<file path="config.mk">
export PLATFORM = sky130hd
export DESIGN_NAME = pe_array_sequencer
export DESIGN_NICKNAME = d
export VERILOG_FILES = /design/src/rtl/pe_array_seq_pkg.sv /design/src/rtl/pe_seq_valid_pipe.sv /design/src/rtl/pe_array_sequencer.sv
export SDC_FILE = /design/constraint.sdc
export NUM_CORES = 1
export LEC_CHECK = 0
export CORE_AREA = 2 2 107 120
export CTS_BUF_LIST = sky130_fd_sc_hd__clkbuf_4 sky130_fd_sc_hd__clkbuf_8
export DETAILED_ROUTE_END_ITERATION = 7
export DIE_AREA = 0 0 109 122
export HOLD_SLACK_MARGIN = 0.12
export PLACE_DENSITY = 0.57
export SYNTH_ARGS = -nofsm -noshare
export SYNTH_HDL_FRONTEND = slang
export SYNTH_SLANG_ARGS = --single-unit
</file>
<file path="constraint.sdc">
create_clock -name clk -period 4.7 [get_ports clk]
set_clock_uncertainty 0.15 [all_clocks]
set_input_delay 0.94 -clock clk [delete_from_list [all_inputs] [get_ports clk]]
set_output_delay 0.94 -clock clk [all_outputs]
set_load 0.05 [all_outputs]
</file>
<file path="src/rtl/pe_array_seq_pkg.sv">
// Shared types and helpers for the PE-array sequencer: FSM state encoding and
// the skewed-pipeline latency that sizes the result-valid delay line.
package pe_array_seq_pkg;

  typedef enum logic [2:0] {
    IDLE,
    LOAD,
    COMPUTE,
    DRAIN,
    DONE
  } seq_state_t;

  // Latency from the grid input edge to the grid output edge, in cycles.
  function automatic int calc_lat(input int rows, input int cols, input int mac_lat);
    return rows + cols + mac_lat - 1;
  endfunction

endpackage

</file>
<file path="src/rtl/pe_seq_valid_pipe.sv">
// Fixed-depth 1-bit delay line with synchronous clear; carries the activation
// valid bit alongside the data skewing through the PE grid.
module pe_seq_valid_pipe #(
  parameter int DEPTH = 9
) (
  input  logic clk,
  input  logic rst,
  input  logic i_clr,
  input  logic i_bit,
  output logic o_bit
);

  logic [DEPTH-1:0] r_sr;

  // NOTE: non-blocking assignments let every stage sample its neighbour's old
  // value on the same edge; blocking would collapse the chain into one flop.
  always_ff @(posedge clk or negedge rst) begin
    if (!rst) begin
      r_sr <= '0;
    end else if (i_clr) begin
      r_sr <= '0;
    end else begin
      r_sr[0] <= i_bit;
      for (int i = 1; i < DEPTH; i++) begin
        r_sr[i] <= r_sr[i-1];
      end
    end
  end

  assign o_bit = r_sr[DEPTH-1];

endmodule

</file>
<file path="src/rtl/pe_array_sequencer.sv">
// Job sequencer for a ROWS x COLS int8 systolic grid: weight load, activation
// streaming, pipeline drain. Optional perf counters via PE_ARRAY_SEQ_PERF_EN.
module pe_array_sequencer
  import pe_array_seq_pkg::*;
#(
  parameter int ROWS    = 4,
  parameter int COLS    = 4,
  parameter int MAC_LAT = 2,
  parameter int LENW    = 16
) (
  input  logic            clk,
  input  logic            rst,
  input  logic            start,
  input  logic [LENW-1:0] cfg_len,
  input  logic            abort,
  output logic            busy,
  output logic            done,
  input  logic            w_valid,
  output logic            w_ready,
  output logic [ROWS-1:0] e_enable,
  input  logic            act_valid,
  output logic            act_ready,
  output logic            act_sel,
  output logic            res_valid
`ifdef PE_ARRAY_SEQ_PERF_EN
  ,
  output logic [31:0]     perf_busy_cycles,
  output logic [31:0]     perf_bubble_cycles
`endif
);

  localparam int LAT = calc_lat(ROWS, COLS, MAC_LAT);

  seq_state_t      r_state;
  seq_state_t      w_next;
  logic [LENW-1:0] r_len;
  logic [LENW-1:0] r_w_cnt;
  logic [LENW-1:0] r_beat_cnt;
  logic [LENW-1:0] r_drain_cnt;

  logic w_start_acc;
  logic w_abort;
  logic w_w_acc;
  logic w_a_acc;

  assign w_start_acc = (r_state == IDLE) && start;
  assign w_abort     = abort && (r_state != IDLE);
  assign w_w_acc     = (r_state == LOAD) && w_valid;
  assign w_a_acc     = (r_state == COMPUTE) && act_valid;

  always_ff @(posedge clk or negedge rst) begin
    if (!rst) begin
      r_state <= IDLE;
    end else begin
      r_state <= w_next;
    end
  end

  // NOTE: every signal written here gets a default first, so no path through
  // the case can leave one unassigned and infer a latch.
  always_comb begin
    w_next    = r_state;
    busy      = (r_state != IDLE);
    done      = (r_state == DONE);
    w_ready   = (r_state == LOAD);
    act_ready = (r_state == COMPUTE);
    act_sel   = w_a_acc;
    e_enable  = {ROWS{w_w_acc}};

    case (r_state)
      IDLE: begin
        if (start) begin
          w_next = (cfg_len == '0) ? DONE : LOAD;
        end
      end
      LOAD: begin
        if (w_w_acc && (r_w_cnt == LENW'(ROWS - 1))) begin
          w_next = COMPUTE;
        end
      end
      COMPUTE: begin
        // Compare against len-1 so a full-scale length never wraps the counter.
        if (w_a_acc && (r_beat_cnt == (r_len - LENW'(1)))) begin
          w_next = DRAIN;
        end
      end
      DRAIN: begin
        if (r_drain_cnt == LENW'(LAT - 1)) begin
          w_next = DONE;
        end
      end
      DONE:    w_next = IDLE;
      default: w_next = IDLE;
    endcase

    if (w_abort) begin
      w_next = IDLE;
    end
  end

  always_ff @(posedge clk or negedge rst) begin
    if (!rst) begin
      r_len       <= '0;
      r_w_cnt     <= '0;
      r_beat_cnt  <= '0;
      r_drain_cnt <= '0;
    end else if (w_start_acc || w_abort) begin
      if (w_start_acc) begin
        r_len <= cfg_len;
      end
      r_w_cnt     <= '0;
      r_beat_cnt  <= '0;
      r_drain_cnt <= '0;
    end else begin
      if (w_w_acc) begin
        r_w_cnt <= r_w_cnt + LENW'(1);
      end
      if (w_a_acc) begin
        r_beat_cnt <= r_beat_cnt + LENW'(1);
      end
      if (r_state == DRAIN) begin
        r_drain_cnt <= r_drain_cnt + LENW'(1);
      end
    end
  end

  pe_seq_valid_pipe #(
    .DEPTH (LAT)
  ) u_valid_pipe (
    .clk   (clk),
    .rst   (rst),
    .i_clr (w_abort),
    .i_bit (w_a_acc),
    .o_bit (res_valid)
  );

`ifdef PE_ARRAY_SEQ_PERF_EN
  always_ff @(posedge clk or negedge rst) begin
    if (!rst) begin
      perf_busy_cycles   <= '0;
      perf_bubble_cycles <= '0;
    end else if (w_start_acc) begin
      perf_busy_cycles   <= '0;
      perf_bubble_cycles <= '0;
    end else begin
      if (busy && (perf_busy_cycles != '1)) begin
        perf_busy_cycles <= perf_busy_cycles + 32'd1;
      end
      if ((r_state == COMPUTE) && !act_valid && (perf_bubble_cycles != '1)) begin
        perf_bubble_cycles <= perf_bubble_cycles + 32'd1;
      end
    end
  end
`endif

endmodule

</file>
==> metrics.txt, run 1 <==
Remaining Overflow, GRT 0; Setup crit start kind input port; Slew HR 19.3%; CP max-delay cell clkdlybuf4s50_1; main combinational cell family by area after synthesis simple AND/OR/NAND/NOR gates; Final #Nets 465; clock net sink count 76; Final Setup Violations 0; endpoints failing hold 0; area grow syn2layout 15.2%; area of the multi-input gates 2070 sq um; outcome finished, final reports clean; # H-tree levels 3; peak per-stage delay on the critical path 0.83 ns; Crit path required time 3.61 ns; Netlist cell types 52; final cell count without fillers 600; CP Capture Type primary output; Tmin final 3.75 ns; initial antenna violation count 0; post-cts hold buffer count 0; post-CTS repair timing setup buffer count 0; Fmax about 0.27 GHz; Adder-Cell Fraction of Synth Area approximately 1.5%; number of synthesized register bits 76; GPL Wtd Cong around 0.8; mapped cell area 4150 sq um; total CTS buffers 9; total wire length between 8 and 9 mm; post-synth top area share 45.8%; DRT antenna net count 0; hold path cells 1; num ports 32; clock slew at reported path FFs 0.08 ns; syn_nets roughly 440; data arrival time of the critical path 2.66 ns; setup tns final 0 ns; pins over their slew limit 0; Worst-Skew Late Latency around 0.36 ns; Starting Density 34.0%; mux contribution to synthesized area under 10%; WS Path Type in -> out; filler instances 1204; PwrDens 476 nW/um^2; most frequent cells in the layout dfrtp_1 (76), nor2_1 (58), xor2_1 (34); fraction of layout cells with a size suffix above 1 9.03%; largest net degree at the start of global routing 77; Die Span Y between 100 and 150 microns; Post-synth EDFFs 0; Root Driver clkbuf_8; Final Cycle Share between 70% and 80%; Die Wd 109 microns; vias in the first global route 2969; DP Wirelength 5.90 mm; synthesized area per cell 9.95 sq um; CTS tree done; initial DRC count 139; FF-to-FF path depth 8; total track usage between 10% and 20%; worst reg-to-reg setup slack 1.65 ns; total power approximately 0.0023 W; post-cts sizing count 0; Max Root-Sink Buffers 2; vias per cell 4.93; commonest non-fill, non-tap cell in the layout dfrtp_1; Yosys warnings 0; CP Cell Sequence clkdlybuf4s50_1 > and4bb_2 > clkdlybuf4s50_1; diode count 0; maximum VDD drop approximately 0.00026 V; Seq/Total Area, Yosys between 40 and 50%; via count of the routed design 2957; RSZ-0062 raised after global routing false; fraction of registers with async set/reset 100%; CP max FO 7; hold_sp u_valid_pipe.r_sr[1]; simple-gate area share of the yosys netlist 25.7%; Leak 1.96 nW; First-pass DRT Iterations 4; top cell type by total area after synthesis dfrtp_1; DRC viols 0; Syn Inst Count between 400 and 500; first-pass GRT wire length 14.5 mm; r2r startpoint r_len[0]; DR WL/cell 13.8 microns; core area 12200 sq um; # rows 43; Synth Area in XOR/XNOR 13.3%; Slew @ Worst Pin 1.21 ns; HP Class reg -> reg; Hold EP u_valid_pipe.r_sr[2]; CP most frequent cell clkdlybuf4s50_1; die area between 10000 and 15000 sq um; port bufs 31; Worst Setup SP w_valid; max-capacitance violation count 0; Reg area 1900 sq um; post-synthesis compound-gate area fraction 5.16%; largest cells by area after synthesis dfrtp_1 (46%), xor2_1 (7.2%), xnor2_1 (6.1%); Placed Instances 584; reg2reg end r_state[0]; ys flop type dfrtp_1
[logic make-up (layout without fill, tap and decap cells)]
| group | Yosys count | after routing |
|---|---|---|
| XOR/XNOR | 63 | 63 |
| buffers and inverters | 34 | 60 |
| flip-flops | 76 | 76 |
| adder cells (fa/ha/maj) | 5 | 5 |
| AO/OA/AOI/OAI | 36 | 36 |
| multiplexers | 16 | 16 |
| AND/OR/NAND/NOR | 187 | 187 |
[worst max-delay path by stage]
stage	to	slack, ns	cells after the start
after floorplan	done	1.93	2
after global placement	e_enable[1]	0.95	3
after detailed placement	e_enable[1]	0.95	3
after CTS	e_enable[1]	0.95	3
after global routing	e_enable[1]	0.88	3
final	e_enable[1]	0.95	3
[layer usage]
metal	vias up	wire, microns	track usage, %
li1	1473	-	-
met5	-	0	0
met3	14	235	2.09
met1	1426	3950	19.3
met4	0	234	7.53
met2	44	3870	20.9
[flip-flops by register name (all words and copies together), names as in the netlist]
register           count
r_drain_cnt           16
r_state                3
r_w_cnt               16
u_valid_pipe.r_sr      9
r_len                 16
r_beat_cnt            16
[critical path, delay by kind of cell]
kind | cells | cell delay, ns
buffers and inverters | 2 | 1.36
AND/OR/NAND/NOR | 1 | 0.35
[area by class of cell]
cell class / count / share of cell area (%)
multi-input cells: 307 / 43.4
repair buffers: 33 / 6.75
inverters: 11 / 0.890
clock inverters: 6 / 2.36
clock buffers: 10 / 2.75
flip-flops and latches: 76 / 39.8
well taps: 157 / 4.11
[per-stage QoR]
step                utilization [%]  hold WS, ns  instance area, sq um  setup slack [ns]
floorplan                         -        0.278                  4150              1.93
global placement               37.1        0.286                  4540             0.951
detailed placement             37.1        0.289                  4540             0.945
CTS                            39.1        0.310                  4780             0.946
global route                   39.1        0.324                  4780             0.884
finish                         39.1        0.306                  4780             0.949
[cell usage after synthesis (all sizes together), types with 2 or more instances]
library cell	number
dfrtp	76
nor2	59
xor2	34
xnor2	29
nand2	26
nand4	18
buf	16
nand3	15
nor4	14
mux2	13
o21ai	13
a21oi	12
and2	12
inv	10
nor3	8
and3	7
clkbuf	7
ha	5
nor3b	5
a31oi	4
and4	4
nor4b	4
or3	4
mux2i	3
nor2b	3
o211ai	2
[power by group]
part | internal (W) | switching, W
combinational | 0.000310 | 0.000459
clock | 0.000360 | 0.000247
sequential | 0.000748 | 0.000150
Power figures use the tool's default switching activity.
==> run 2, diff against run 1 <==
==> constraint.sdc (replaced) <==
create_clock -name clk -period 3.7 [get_ports clk]
set_clock_uncertainty 0.15 [all_clocks]
set_input_delay 0.74 -clock clk [delete_from_list [all_inputs] [get_ports clk]]
set_output_delay 0.74 -clock clk [all_outputs]
set_load 0.05 [all_outputs]
==> run 2 against run 1 <==
Design area up 0.10%. Worst hold slack worse by 0.0024 ns. Wire length rose by 0.94%. Clock power is 30% higher. Core utilization hardly changed. Via count grew 0.61%. Total power grew 28%. Sequential share of layout area about the same. Critical path depth stayed put. Global-route usage shrank 0.17 points. Critical endpoint is now e_enable[3]. Highest routed layer unchanged.
==> metrics.txt, run 2 (same netlist as run 1, synthesis figures left out) <==
outcome finished, final reports clean; CTS tree done; post-CTS repair timing setup buffer count 0 (unchanged); Worst Setup SP w_valid; RSZ-0062 raised after global routing false; initial antenna violation count 0 (unchanged); Final Setup Violations 0 (unchanged); Buf/Inv on CP 2 (unchanged); Crit path required time 2.81 ns (-0.80 ns); die area 13300 sq um (unchanged); peak per-stage delay on the critical path 0.83 ns (about the same); reg2reg end r_w_cnt[10]; Tmin final between 3 and 4 ns; clock net sink count 76 (unchanged); Slew HR 35.4% (+16 points); Final Cycle Share 91.0%; Placed Area 4540 sq um (unchanged); hold path cells 1 (unchanged); clock slew at reported path FFs 0.08 ns (about the same); WS Path Type in -> out; Fmax 0.297 GHz; largest net degree at the start of global routing 77 (unchanged); Starting Density 34.0% (unchanged); CP max FO 7 (unchanged); Die Span Y 122 microns (unchanged); setup tns final 0 ns (unchanged); r2r startpoint r_state[1]; num ports 32 (unchanged); Worst-Skew Late Latency 0.36 ns (about the same); total wire length 8.37 mm (+0.94%); total CTS buffers 9 (unchanged); worst reg-to-reg setup slack 1.31 ns (-0.34 ns); # H-tree levels 3 (unchanged); diode count 0 (unchanged); PwrDens 608 nW/um^2 (+28%); maximum VDD drop 0.000284 V (+7.4%); Max Root-Sink Buffers 2 (unchanged); Reg area 1900 sq um (unchanged); filler instances 1206 (+0.17%); vias in the first global route 2978 (+0.30%); core area 12200 sq um (unchanged); # rows 43 (unchanged); design area 4790 sq um (+0.10%); pins over their slew limit 0 (unchanged); initial DRC count 124 (-11%); commonest non-fill, non-tap cell in the layout dfrtp_1; First-pass DRT Iterations 4 (unchanged); HP Class reg -> reg; area of the multi-input gates 2070 sq um (unchanged); post-cts sizing count 0 (unchanged); Die Wd 109 microns (unchanged); total track usage 13.8% (-0.17 points); endpoints failing hold 0 (unchanged); Hold EP u_valid_pipe.r_sr[3]; DRT antenna net count 0 (unchanged); most frequent cells in the layout dfrtp_1 (76), nor2_1 (58), xor2_1 (34); CP delay by family, top buffers and inverters; hold_sp u_valid_pipe.r_sr[2]; Leak 1.97 nW (+0.48%); vias per cell 4.95 (+0.44%); GPL Wtd Cong 0.824 (+2.9%); Placed Instances 585 (+0.17%); final cell count without fillers 601 (+0.17%); fraction of layout cells with a size suffix above 1 9.91% (+0.88 points); DRC viols 0 (unchanged); max-capacitance violation count 0 (unchanged); first-pass GRT wire length 14.3 mm (-1.4%); Slew @ Worst Pin 0.970 ns (-0.238 ns); Final #Nets 466 (+0.22%); Root Driver clkbuf_8; data arrival time of the critical path 2.48 ns (-0.18 ns); CP Capture Type primary output; Remaining Overflow, GRT 0 (unchanged); CP Cell Sequence clkdlybuf4s50_1 > and4bb_2 > clkdlybuf4s50_1; via count of the routed design 2975 (+0.61%); DR WL/cell 13.9 microns (+0.77%); FF-to-FF path depth 4 (-4); area grow syn2layout 15.3%; post-cts hold buffer count 0 (unchanged); CP most frequent cell clkdlybuf4s50_1; port bufs 31 (unchanged); CP max-delay cell clkdlybuf4s50_1; Setup crit start kind input port; DP Wirelength 5.89 mm (-0.24%)
[run 2: cell count changes in the layout (fill, tap and decap cells not counted), sizes merged]
cell           previous run  this run
clkdlybuf4s50            30        27
clkinvlp                  0         1
clkinv                    4         3
buf                       3         7
[run 2: where the power goes]
part / internal (W) / switching [W]
sequential: 0.000950 / 0.000192
combinational: 0.000396 / 0.000588
clock: 0.000466 / 0.000320
[run 2: final cells by class]
class / instances / area share [%]
Sequential cell: 76 / 39.7
Multi-Input combinational cell: 307 / 43.3
Inverter: 11 / 0.889
Timing Repair Buffer: 34 / 6.75
Clock inverter: 6 / 2.33
Tap cell: 157 / 4.10
Clock buffer: 10 / 2.88
[run 2: how the worst max path moves through the flow]
stage	slack, ns	depth (start not counted)	end
after global routing	0.26	3	e_enable[0]
after CTS	0.31	3	e_enable[3]
after detailed placement	0.32	3	e_enable[3]
after floorplan	1.13	2	done
final	0.33	3	e_enable[3]
after global placement	0.35	3	e_enable[3]
[run 2: layer usage]
metal	track usage, %	vias up	wire, microns
li1	-	1480	-
met1	18.4	1436	3970
met2	21.4	46	3920
met3	2.94	13	294
met4	6.25	0	180
met5	0	-	0
[run 2: through the flow]
stage	hold WS [ns]	util (%)	total power [W]	worst slack, ns
5_1_grt	0.331	39.2	0.00309	0.258
2_1_floorplan	0.278	-	0.00191	1.13
4_1_cts	0.308	39.2	0.00295	0.313
3_3_place_gp	0.284	37.1	0.00213	0.348
3_5_place_dp	0.283	37.1	0.00215	0.316
6_report	0.304	39.2	0.00291	0.333
